===== config.mk =====
export PLATFORM = sky130hd
export DESIGN_NAME = bp_sacc_dma_engine
export DESIGN_NICKNAME = d
export VERILOG_FILES = /design/src/rtl/bp_sacc_dma_engine.sv
export SDC_FILE = /design/constraint.sdc
export NUM_CORES = 1
export LEC_CHECK = 0
export CAP_MARGIN = 10
export CORE_ASPECT_RATIO = 1.2
export CORE_MARGIN = 5
export CORE_UTILIZATION = 55
export CTS_CLUSTER_DIAMETER = 80
export DETAILED_ROUTE_END_ITERATION = 10
export PLACE_DENSITY = 0.84
export SKIP_LAST_GASP = 1
export SYNTH_ARGS = -nofsm -noshare
export SYNTH_HDL_FRONTEND = slang
export SYNTH_SLANG_ARGS = --single-unit

===== constraint.sdc =====
create_clock -name clk_i -period 7.1 [get_ports clk_i]
set_clock_uncertainty 0.2 [all_clocks]
set_input_delay 0.71 -clock clk_i [delete_from_list [all_inputs] [get_ports clk_i]]
set_output_delay 0.71 -clock clk_i [all_outputs]
set_load 0.01 [all_outputs]

===== src/rtl/bp_sacc_dma_engine.sv =====
// rtl/bp_sacc_dma_engine.sv - multi-channel pipelined DMA fetch engine feeding accelerator scratchpads
module bp_sacc_dma_engine #(
  parameter int paddr_width_p = 40,
  parameter int data_width_p  = 64,
  parameter int num_chan_p    = 3,
  parameter int spm_els_p     = 4096,
  parameter int max_out_p     = 4,
  localparam int chan_w_lp    = (num_chan_p > 1) ? $clog2(num_chan_p) : 1,
  localparam int spm_aw_lp    = (spm_els_p > 1) ? $clog2(spm_els_p) : 1
) (
  input  logic                     clk_i,
  input  logic                     reset_i,
  input  logic                     csr_v_i,
  input  logic                     csr_w_i,
  input  logic [2:0]               csr_addr_i,
  input  logic [63:0]              csr_data_i,
  output logic                     csr_v_o,
  output logic [63:0]              csr_data_o,
  output logic                     mem_cmd_v_o,
  output logic [paddr_width_p-1:0] mem_cmd_addr_o,
  input  logic                     mem_cmd_ready_i,
  input  logic                     mem_resp_v_i,
  input  logic [data_width_p-1:0]  mem_resp_data_i,
  output logic                     spm_w_v_o,
  output logic [chan_w_lp-1:0]     spm_chan_o,
  output logic [spm_aw_lp-1:0]     spm_addr_o,
  output logic [data_width_p-1:0]  spm_data_o,
  output logic                     busy_o,
  output logic                     done_irq_o
);

  // Counters must hold the full transfer length, which can equal spm_els_p.
  localparam int cnt_w_lp = $clog2(spm_els_p + 1);
  localparam int out_w_lp = $clog2(max_out_p + 1);
  localparam logic [out_w_lp-1:0]      max_out_lp = out_w_lp'(max_out_p);
  localparam logic [paddr_width_p-1:0] stride_lp  = paddr_width_p'(data_width_p / 8);
  localparam logic [63:0]              els_lp     = 64'(spm_els_p);
  localparam logic [63:0]              nchan_lp   = 64'(num_chan_p);

  typedef enum logic [1:0] {S_IDLE, S_ISSUE, S_DRAIN, S_DONE} state_e;

  state_e                   state_q, state_d;
  logic [63:0]              base_q, base_d, len_q, len_d, chan_q, chan_d;
  logic [paddr_width_p-1:0] addr_q, addr_d;
  logic [cnt_w_lp-1:0]      issued_q, issued_d, received_q, received_d;
  logic [out_w_lp-1:0]      out_q, out_d;
  logic                     done_q, done_d, err_q, err_d;
  logic                     csr_v_q;
  logic [63:0]              csr_data_q, csr_data_d;

  logic        busy, active, cmd_fire, resp_fire, csr_wr, start, cfg_bad;
  logic [63:0] issued_ext, received_ext, rd_data;

  assign busy         = (state_q != S_IDLE);
  assign active       = (state_q == S_ISSUE) || (state_q == S_DRAIN);
  assign issued_ext   = 64'(issued_q);
  assign received_ext = 64'(received_q);

  // Request valid depends only on counters that move on handshake, so it never retracts.
  assign mem_cmd_v_o    = (state_q == S_ISSUE) && (issued_ext < len_q) && (out_q < max_out_lp);
  assign mem_cmd_addr_o = addr_q;
  assign cmd_fire       = mem_cmd_v_o && mem_cmd_ready_i;
  assign resp_fire      = mem_resp_v_i && active;

  assign spm_w_v_o  = resp_fire;
  assign spm_chan_o = chan_q[chan_w_lp-1:0];
  assign spm_addr_o = received_q[spm_aw_lp-1:0];
  assign spm_data_o = mem_resp_data_i;
  assign busy_o     = busy;
  assign done_irq_o = (state_q == S_DONE);
  assign csr_v_o    = csr_v_q;
  assign csr_data_o = csr_data_q;

  assign csr_wr  = csr_v_i && csr_w_i;
  assign start   = csr_wr && (csr_addr_i == 3'd3) && !busy;
  assign cfg_bad = (len_q > els_lp) || (chan_q >= nchan_lp);

  // CSR read mux; status is taken from the cycle the read is presented.
  always_comb begin
    rd_data = '0;
    case (csr_addr_i)
      3'd0:    rd_data = base_q;
      3'd1:    rd_data = len_q;
      3'd2:    rd_data = chan_q;
      3'd4:    rd_data = {61'b0, err_q, busy, done_q};
      default: rd_data = '0;
    endcase
    csr_data_d = (csr_v_i && !csr_w_i) ? rd_data : '0;
  end

  // Next-state: CSR writes first, then counters, then FSM so entering DONE wins over a clear.
  always_comb begin
    state_d    = state_q;
    base_d     = base_q;
    len_d      = len_q;
    chan_d     = chan_q;
    addr_d     = addr_q;
    issued_d   = issued_q;
    received_d = received_q;
    out_d      = out_q;
    done_d     = done_q;
    err_d      = err_q;

    if (csr_wr) begin
      if ((csr_addr_i <= 3'd3) && busy) begin
        err_d = 1'b1;
      end else begin
        case (csr_addr_i)
          3'd0:    base_d = csr_data_i;
          3'd1:    len_d  = csr_data_i;
          3'd2:    chan_d = csr_data_i;
          3'd5: begin
            done_d = 1'b0;
            err_d  = 1'b0;
          end
          default: ;
        endcase
      end
    end

    if (cmd_fire) begin
      issued_d = issued_q + 1'b1;
      addr_d   = addr_q + stride_lp;
    end
    if (resp_fire) received_d = received_q + 1'b1;
    case ({cmd_fire, resp_fire})
      2'b10:   out_d = out_q + 1'b1;
      2'b01:   out_d = out_q - 1'b1;
      default: ;
    endcase

    case (state_q)
      S_IDLE: begin
        if (start) begin
          done_d = 1'b0;
          if (cfg_bad) begin
            err_d = 1'b1;
          end else if (len_q == 64'd0) begin
            state_d = S_DONE;
            done_d  = 1'b1;
          end else begin
            state_d    = S_ISSUE;
            issued_d   = '0;
            received_d = '0;
            out_d      = '0;
            addr_d     = base_q[paddr_width_p-1:0];
          end
        end
      end
      S_ISSUE: if (issued_ext == len_q) state_d = S_DRAIN;
      S_DRAIN: begin
        if (received_ext == len_q) begin
          state_d = S_DONE;
          done_d  = 1'b1;
        end
      end
      default: state_d = S_IDLE;
    endcase
  end

  // State and CSR registers; reset aborts any transfer without signalling completion.
  always_ff @(posedge clk_i) begin
    if (reset_i) begin
      state_q    <= S_IDLE;
      base_q     <= '0;
      len_q      <= '0;
      chan_q     <= '0;
      addr_q     <= '0;
      issued_q   <= '0;
      received_q <= '0;
      out_q      <= '0;
      done_q     <= 1'b0;
      err_q      <= 1'b0;
      csr_v_q    <= 1'b0;
      csr_data_q <= '0;
    end else begin
      state_q    <= state_d;
      base_q     <= base_d;
      len_q      <= len_d;
      chan_q     <= chan_d;
      addr_q     <= addr_d;
      issued_q   <= issued_d;
      received_q <= received_d;
      out_q      <= out_d;
      done_q     <= done_d;
      err_q      <= err_d;
      csr_v_q    <= csr_v_i;
      csr_data_q <= csr_data_d;
    end
  end

endmodule


==> impl_metrics.env, run 1 <==
export IMPL_outcome="finished, final reports clean"
export IMPL_vias_per_cell=5.84
export IMPL_synth_warnings=0
export IMPL_end_kind="primary output"
export IMPL_setup_viol=0
export IMPL_grt_pass1_vias=12700
export IMPL_dp_cells=2185
export IMPL_layout_drive_gt1_share_pct=4.92
export IMPL_coreArea_um2=26200
export IMPL_timing_rr_end="out_q[2]"
export IMPL_ir_worst_vdd_v=0.000163
export IMPL_fin_crit_sh_pct=60.4
export IMPL_met3_usage_pct=3.63
export IMPL_cts_setup_buffers=0
export IMPL_diodes=0
export IMPL_place_area_um2=16100
export IMPL_grt_total_usage_pct=27.7
export IMPL_hpwl_mm=28.1
export IMPL_gp_congestion=0.922
export IMPL_avgSynthCellArea_um2=7.94
export IMPL_synth_nets=1995
export IMPL_drt_wl_total_mm=42.3
export IMPL_yosys_most_used_dff="dfxtp_1"
export IMPL_synthArstFlopShare_pct=0
export IMPL_crit_end="mem_cmd_v_o"
export IMPL_rrSetupSlack_ns=2.96
export IMPL_finalHoldViolations=0
export IMPL_p_switching_mw=1.09
export IMPL_vias=13100
export IMPL_crit_start="len_q[42]"
export IMPL_met2_usage_pct=45.8
export IMPL_placementRows=65
export IMPL_postCtsHoldBufs=0
export IMPL_final_area_um2=17200
export IMPL_fmax_ghz=0.233
export IMPL_port_buffers=195
export IMPL_p_leak_nw=5.95
export IMPL_p_clk_share_pct=42.2
export IMPL_drc_errors=0
export IMPL_worstPathBufferInverterCount=2
export IMPL_root_buffer="clkbuf_16"
export IMPL_dieArea_um2=29900
export IMPL_crit_chain="nor4_1 > nand4_1 > nor3_2 > o31a_1 > buf_4 > nor2_1 > clkdlybuf4s50_1"
export IMPL_reg2reg_from="len_q[42]"
export IMPL_path_depth=7
export IMPL_use_met1_pct=36.3
export IMPL_final_common_cell="nand2_1"
export IMPL_grt_first_pass_wirelength_mm=67.2
export IMPL_critPathTopFamily="simple AND/OR/NAND/NOR gates"
export IMPL_wl_per_cell_um=18.9
export IMPL_yosysUniqueCellTypes=52
export IMPL_p_int_mw=3.12
export IMPL_cap_violations=0
export IMPL_netlist_area_um2=14600
export IMPL_drv_slew=0
export IMPL_gr_max_usage_layer="met2"
export IMPL_fin_cells=2244
export IMPL_p_comb_share_pct=11.9
export IMPL_cts_tree="done"
export IMPL_required_ns=6.19
export IMPL_startpoint_type="flip-flop"
export IMPL_cts_max_path_buffers=3
export IMPL_start_util_pct=55.6
export IMPL_p_sw_share_pct=25.9
export IMPL_fin_util_pct=65.6
export IMPL_rsz0062_at_grt="no"
export IMPL_gr_total_overflow=0
export IMPL_fin_crit_ns=4.29
export IMPL_area_growth_pct=17.9
export IMPL_yosysSeqAreaShare_pct=45.3
export IMPL_clk_pin_slew_ns=0.06
export IMPL_cp_max_fo=42
export IMPL_seqPwrFrac_pct=45.9
export IMPL_min_path_type="flip-flop to flip-flop"
export IMPL_dr_first_iter_drc_count=1340
export IMPL_tightest_slew_ns=1.10
export IMPL_clk_latency_ns=0.52
export IMPL_nNetsFinal=2046
export IMPL_die_h_um=188
export IMPL_cts_repair_resized=0
export IMPL_ant_nets=0
export IMPL_cp_arrival_ns=3.38
export IMPL_cp_slowest_cell="nor3_2"
export IMPL_power_density_nw_per_um2=245
export IMPL_reg2regPathDepth=13
export IMPL_clock_sinks=330
export IMPL_numCtsBuffers=34
export IMPL_h_tree_depth=2
export IMPL_die_w_um=159
export IMPL_ioPinCount=324
export IMPL_p_total_mw=4.21
export IMPL_layout_common_cells="nand2_1, dfxtp_1, a21oi_1"
export IMPL_grt_max_degree=104
export IMPL_synthCells=1835
export IMPL_fin_setup_tns_ns=0
export IMPL_synth_seq_cells=330
export IMPL_synth_edff_count=0
export IMPL_slowest_delay_ns=0.60
export IMPL_drtPass1Iterations=9
export IMPL_antenna_found_initial=0
export IMPL_relSlewSlack_pct=26.8
export IMPL_critical_path_class="flip-flop to primary output"
-- flip-flops by register name, summed over array words and instances (netlist names) --
register,count
base_q,64
err_q,1
state_q,2
mem_cmd_addr_o,40
csr_data_o,64
received_q,13
done_q,1
len_q,64
out_q,3
issued_q,13
csr_v_o,1
chan_q,64
-- power by group through the flow --
stage	logic [mW]	registers (mW)	clock network (mW)
3_5_place_dp	0.494	1.97	0
4_1_cts	0.496	1.93	1.80
2_1_floorplan	0.352	1.96	0
6_report	0.501	1.93	1.78
5_1_grt	0.547	1.94	1.89
3_3_place_gp	0.485	1.97	0
-- worst min path at each step --
stage	startpoint	endpoint	slack (ns)	cells after the start
global route	base_q[62]	base_q[62]	0.27	2
global placement	base_q[48]	base_q[48]	0.24	2
finish	base_q[49]	base_q[49]	0.26	2
floorplan	base_q[40]	base_q[40]	0.24	2
CTS	base_q[59]	base_q[59]	0.26	2
detailed placement	base_q[59]	base_q[59]	0.25	2
-- metrics by stage --
stage	hold WS, ns	setup WS [ns]
after floorplan	0.236	3.94
after global placement	0.241	3.04
after detailed placement	0.246	2.94
after CTS	0.255	2.82
after global routing	0.270	2.64
final	0.256	2.81
-- worst register-to-register path: stages (launching register included) --
cell     delay [ns]
dfxtp_1        0.33
nor4_1         0.47
nand4_1        0.25
nor3_2         0.61
o31a_1         0.24
buf_4          0.38
or3_1          0.42
ha_1           0.26
inv_1          0.06
fa_1           0.38
xor2_1         0.15
nor2_1         0.11
xnor2_1        0.12
nor2_1         0.05
-- cell type report --
class                   count  area, um^2
fillers                  2119        9010
clock inverters            13         148
repair buffers            211        2070
well taps                 335         419
flip-flops and latches    330        6610
clock buffers              46         977
inverters                  30         113
multi-input cells        1279        6850
-- cells by family after synthesis --
logic type	count (synthesis)	synth area share (%)
buffers and inverters	226	7.88
DFF	330	45.3
and+or+nand+nor	780	23.2
xor gates and xnor gates	70	4.21
adders and majority gates	24	2.10
AOI/OAI and AO/OA	336	12.6
muxes	69	4.75
-- per-layer routing --
| metal | routed length (um) | part of all wire [%] |
|---|---|---|
| met5 | 0 | 0 |
| met4 | 1760 | 4.1 |
| met3 | 3540 | 8.4 |
| met2 | 20400 | 48 |
| met1 | 16700 | 39 |
-- synth_stat cells, types with 2 or more instances --
| master | count | area [um^2] |
|---|---|---|
| nand2_1 | 417 | 1570 |
| dfxtp_1 | 330 | 6610 |
| a21oi_1 | 271 | 1360 |
| nor2_1 | 202 | 758 |
| clkbuf_1 | 94 | 353 |
| buf_4 | 78 | 586 |
| mux2i_1 | 68 | 681 |
| nor4_1 | 54 | 338 |
| xnor2_1 | 46 | 403 |
| a211oi_1 | 34 | 255 |
| inv_1 | 30 | 113 |
| xor2_1 | 24 | 210 |
| ha_1 | 22 | 275 |
| nand4_1 | 19 | 119 |
| buf_1 | 18 | 67.6 |
| nand3_1 | 18 | 90.1 |
| o21ai_0 | 11 | 55.1 |
| or3_1 | 10 | 62.6 |
| nor3_1 | 9 | 45.0 |
| and3_1 | 8 | 50.1 |
| and2_1 | 6 | 37.5 |
| buf_2 | 6 | 30.0 |
| nor2b_1 | 6 | 37.5 |
| a31oi_1 | 5 | 31.3 |
| nand2b_1 | 5 | 31.3 |
| nor3b_1 | 4 | 30.0 |
| nor4b_1 | 4 | 35.0 |
| or4_1 | 4 | 30.0 |
| nand4b_1 | 3 | 26.3 |
| o2bb2ai_1 | 3 | 26.3 |
| and4_1 | 2 | 17.5 |
| nor3_2 | 2 | 20.0 |
| o211ai_1 | 2 | 15.0 |
| o31a_1 | 2 | 17.5 |
Note: power is estimated with default switching activity, not from simulation.
==> run 2, diff against run 1 <==
- CORE_UTILIZATION: 55 -> 46
- PLACE_DENSITY: 0.84 -> 0.75
- clock period: 7.1 -> 3.9 ns (I/O delays scaled with it)
==> run 2 against run 1 <==
Utilization fell by 10 points. Non-clock buffer count up 11. Cell count up 3.4%. Register-to-register slack lost 2.4 ns. Highest routed layer is now met5. Flip-flop and latch count is the same. Critical path type unchanged.
==> impl_metrics.env, run 2 (synthesis gave the netlist of run 1 again) <==
export IMPL_power_density_nw_per_um2=443
export IMPL_setup_slack_ns=0.157
export IMPL_gp_congestion=0.864
export IMPL_wl_per_cell_um=18.7
export IMPL_critical_path_class="flip-flop to primary output"
export IMPL_diodes=0
export IMPL_clock_sinks=330
export IMPL_cts_setup_buffers=0
export IMPL_crit_start="len_q[42]"
export IMPL_relSlewSlack_pct=27.3
export IMPL_fin_crit_ns=3.74
export IMPL_port_buffers=195
export IMPL_die_h_um=205
export IMPL_cp_arrival_ns=3.15
export IMPL_ant_nets=0
export IMPL_numCtsBuffers=35
export IMPL_required_ns=3.31
export IMPL_dr_first_iter_drc_count=1238
export IMPL_root_buffer="clkbuf_16"
export IMPL_layout_drive_gt1_share_pct=5.10
export IMPL_fin_setup_tns_ns=0
export IMPL_outcome="finished, final reports clean"
export IMPL_final_area_um2=17400
export IMPL_reg2reg_from="chan_q[28]"
export IMPL_coreArea_um2=31400
export IMPL_post_place_ws_ns=0.588
export IMPL_rsz0062_at_grt="no"
export IMPL_startpoint_type="flip-flop"
export IMPL_ioPinCount=324
export IMPL_tightest_slew_ns=1.09
export IMPL_grt_first_pass_wirelength_mm=67.6
export IMPL_drt_wl_total_mm=43.3
export IMPL_place_area_um2=16300
export IMPL_hold_slack_ns=0.167
export IMPL_gr_total_overflow=0
export IMPL_finalHoldViolations=0
export IMPL_dieArea_um2=35400
export IMPL_end_kind="primary output"
export IMPL_hpwl_mm=29.7
export IMPL_clk_latency_ns=0.51
export IMPL_grt_pass1_vias=12300
export IMPL_h_tree_depth=2
export IMPL_nNetsFinal=2058
export IMPL_p_leak_nw=6.02
export IMPL_fmax_ghz=0.267
export IMPL_die_w_um=172
export IMPL_vias=12800
export IMPL_area_growth_pct=19.3
export IMPL_layout_common_cells="nand2_1, dfxtp_1, a21oi_1"
export IMPL_drc_errors=0
export IMPL_vias_per_cell=5.51
export IMPL_seqCellArea_um2=6610
export IMPL_antenna_found_initial=1
export IMPL_clk_pin_slew_ns=0.05
export IMPL_fin_util_pct=55.4
export IMPL_start_util_pct=46.5
export IMPL_drtPass1Iterations=6
export IMPL_setup_viol=0
export IMPL_fin_crit_sh_pct=96.0
export IMPL_ir_worst_vdd_v=0.000329
export IMPL_min_from="csr_addr_i[1]"
export IMPL_n_fill_cell=2854
export IMPL_cts_max_path_buffers=3
export IMPL_cap_violations=0
export IMPL_grt_max_degree=232
export IMPL_multiInputGateArea_um2=6850
export IMPL_placementRows=71
export IMPL_cts_tree="done"
export IMPL_cp_max_fo=41
export IMPL_final_common_cell="nand2_1"
export IMPL_grt_total_usage_pct=23.9
export IMPL_min_path_type="primary input to flip-flop"
export IMPL_drv_slew=0
run 2: layout make-up:
class / count / share of cell area (%)
flip-flops and latches: 330 / 38.0
clock inverters: 6 / 0.504
well taps: 401 / 2.89
clock buffers: 53 / 5.83
inverters: 30 / 0.648
multi-input cells: 1279 / 39.4
repair buffers: 222 / 12.7
run 2: worst paths after layout:
| kind | end | slack, ns | cells after the start |
|---|---|---|---|
| max | mem_cmd_v_o | 0.16 | 8 |
| min | csr_data_o[2] | 0.17 | 4 |
| max reg2reg | mem_cmd_addr_o[28] | 0.60 | 9 |
| min reg2reg | base_q[47] | 0.25 | 2 |
run 2: repair_timing:
| action | in CTS | in global routing |
|---|---|---|
| endpoints found under the hold margin | 1 | 0 |
| gates resized for setup | 0 | 1 |
| hold buffers | 1 | 0 |
| setup endpoints to repair | 0 | 1 |
run 2: worst max-delay path: stages (launching register included):
cell and delay (ns):
dfxtp_1 0.32, nor4_1 0.49, nand4_1 0.20, nor3_2 0.28, buf_4 0.21, o31a_1 0.17, buf_4 0.39, nor2_1 0.09
clkdlybuf4s50_1 0.49
run 2: power breakdown:
group          switching, mW  leakage [nW]  total [mW]  internal (mW)
combinational          0.577          2.82       0.940          0.363
clock                   1.32         0.540        3.25           1.92
sequential            0.0765          2.66        3.52           3.45
total                   1.98          6.02        7.71           5.73
run 2: metal layers:
metal / share of wire [%] / GRT usage, % / up-vias / routed length (um)
li1: - / - / 6200 / -
met5: 0.021 / 0 / - / 9
met3: 6.3 / 3.17 / 106 / 2720
met4: 3.9 / 9.83 / 2 / 1670
met1: 41 / 31.1 / 6047 / 17900
met2: 48 / 39.8 / 436 / 21000
run 2: through the flow:
stage / power [mW] / instances
floorplan: 4.21 / 1835
global route: 8.00 / 2321
detailed placement: 4.53 / 2261
global placement: 4.52 / 2261
CTS: 7.76 / 2321
finish: 7.71 / 2321
==> run 3, diff against run 2 <==
- CORE_UTILIZATION: 46 -> 51
- PLACE_DENSITY: 0.75 -> 0.79
- clock period: 3.9 -> 4.3 ns (I/O delays scaled with it)
==> run 3 against run 2 <==
Cell area is 0.86% lower. Routed wire length is 0.30% lower. Cell count decreased by 0.99%. Power decreased by 11%. Flip-flop and latch count did not move. Count of clock-buffer cells in the layout fell by 7. Sequential share of layout area is 0.33 points higher. Sequential power decreased by 9.4%. Worst hold slack worse by 0.055 ns. Clock power shrank 14%. Combinational power down 8.7%. Critical path depth is 1 lower.
==> impl_metrics.env, run 3 (synthesis gave the netlist of run 1 again) <==
export IMPL_outcome="finished, final reports clean"
export IMPL_startpoint_type="flip-flop"
export IMPL_power_density_nw_per_um2=397
export IMPL_drv_slew=0
export IMPL_fin_crit_sh_pct=87.8
export IMPL_wl_per_cell_um=18.8
export IMPL_critPathTopFamily="simple AND/OR/NAND/NOR gates"
export IMPL_cts_repair_resized=0
export IMPL_ioPinCount=324
export IMPL_tightest_slew_ns=0.991
export IMPL_critical_path_class="flip-flop to primary output"
export IMPL_fin_setup_tns_ns=0
export IMPL_clk_latency_ns=0.52
export IMPL_layout_common_cells="nand2_1, dfxtp_1, a21oi_1"
export IMPL_placementRows=67
export IMPL_grt_first_pass_wirelength_mm=67.6
export IMPL_h_tree_depth=2
export IMPL_crit_chain="nor4_1 > nand4_1 > nor3_2 > buf_4 > o31a_1 > nor2_1 > clkdlybuf4s50_1"
export IMPL_diodes=0
export IMPL_ir_worst_vdd_v=0.000337
export IMPL_gp_congestion=0.914
export IMPL_cts_max_path_buffers=3
export IMPL_die_w_um=164
export IMPL_p_total_mw=6.84
export IMPL_grt_pass1_vias=12500
export IMPL_drc_errors=0
export IMPL_end_kind="primary output"
export IMPL_antenna_found_initial=1
export IMPL_cap_violations=0
export IMPL_cts_tree="done"
export IMPL_relSlewSlack_pct=33.9
export IMPL_final_common_cell="nand2_1"
export IMPL_setup_viol=0
export IMPL_grt_max_degree=96
export IMPL_numCtsBuffers=34
export IMPL_required_ns=3.67
export IMPL_gr_total_overflow=0
export IMPL_hpwl_mm=29.6
export IMPL_layout_drive_gt1_share_pct=5.26
export IMPL_worstPathBufferInverterCount=2
export IMPL_dr_first_iter_drc_count=1207
export IMPL_cp_max_fo=7
export IMPL_drtPass1Iterations=8
export IMPL_fmax_ghz=0.265
export IMPL_die_h_um=195
export IMPL_slowest_delay_ns=0.70
export IMPL_dieArea_um2=32100
export IMPL_drt_wl_total_mm=43.2
export IMPL_nNetsFinal=2054
export IMPL_fin_crit_ns=3.78
export IMPL_grt_total_usage_pct=26.1
export IMPL_clock_sinks=330
export IMPL_fin_util_pct=61.4
export IMPL_postCtsHoldBufs=0
export IMPL_ant_nets=0
export IMPL_area_growth_pct=18.3
export IMPL_vias=13100
export IMPL_rsz0062_at_grt="no"
export IMPL_cp_arrival_ns=3.15
export IMPL_port_buffers=195
export IMPL_min_path_type="primary input to flip-flop"
export IMPL_finalHoldViolations=0
export IMPL_cts_setup_buffers=0
export IMPL_p_leak_nw=5.97
export IMPL_start_util_pct=51.9
export IMPL_cp_slowest_cell="nor4_1"
export IMPL_clk_pin_slew_ns=0.06
export IMPL_root_buffer="clkbuf_16"
export IMPL_vias_per_cell=5.68
export IMPL_coreArea_um2=28100
-- run 3: worst register-to-register path, stage by stage (launching register included) --
cell     delay [ns]
dfxtp_1        0.33
nor4_1         0.71
nand4_1        0.27
nor3_2         0.27
buf_4          0.23
o31a_1         0.27
or3_1          0.20
ha_1           0.21
inv_1          0.07
fa_1           0.38
xor2_1         0.15
nor2_1         0.11
xnor2_1        0.13
nor2_1         0.05
-- run 3: power breakdown --
part	internal [mW]	total, mW	switching, mW	leakage (nW)
logic	0.320	0.858	0.538	2.79
registers	3.12	3.19	0.0666	2.66
clock network	1.56	2.80	1.24	0.515
-- run 3: metal layers --
metal / wire length (um) / part of all wire (%) / global-route usage, % / vias up
li1: - / - / - / 6199
met1: 16400 / 38 / 32.5 / 6110
met2: 21200 / 49 / 44.4 / 636
met3: 3890 / 9.0 / 4.89 / 104
met4: 1580 / 3.7 / 10.1 / 2
met5: 13 / 0.030 / 0 / -
-- run 3: through the flow --
| stage | hold slack, ns | worst slack, ns | area [um^2] | std cells |
|---|---|---|---|---|
| 6_report | 0.111 | 0.522 | 17200 | 2298 |
| 5_1_grt | 0.108 | 0.453 | 17200 | 2298 |
| 4_1_cts | 0.0956 | 0.492 | 17200 | 2298 |
| 3_5_place_dp | 0.247 | 0.730 | 16200 | 2237 |
| 3_3_place_gp | 0.242 | 0.795 | 16200 | 2237 |
| 2_1_floorplan | 0.236 | 1.14 | 14600 | 1835 |
-- run 3: path summary, 6_finish.rpt --
path | startpoint | endpoint | slack [ns] | cells past startpoint
setup / recovery | len_q[53] | mem_cmd_v_o | 0.52 | 7
hold / removal | reset_i | err_q | 0.11 | 2
setup reg to reg | len_q[53] | out_q[2] | 0.63 | 13
hold reg to reg | base_q[47] | base_q[47] | 0.25 | 2
-- run 3: layout make-up --
cell class	instances	area, um^2
Timing Repair Buffer	219	2150
Clock buffer	46	946
Multi-Input combinational cell	1279	6850
Tap cell	379	474
Inverter	30	113
Clock inverter	15	101
Sequential cell	330	6610
Fill cell	2418	10800
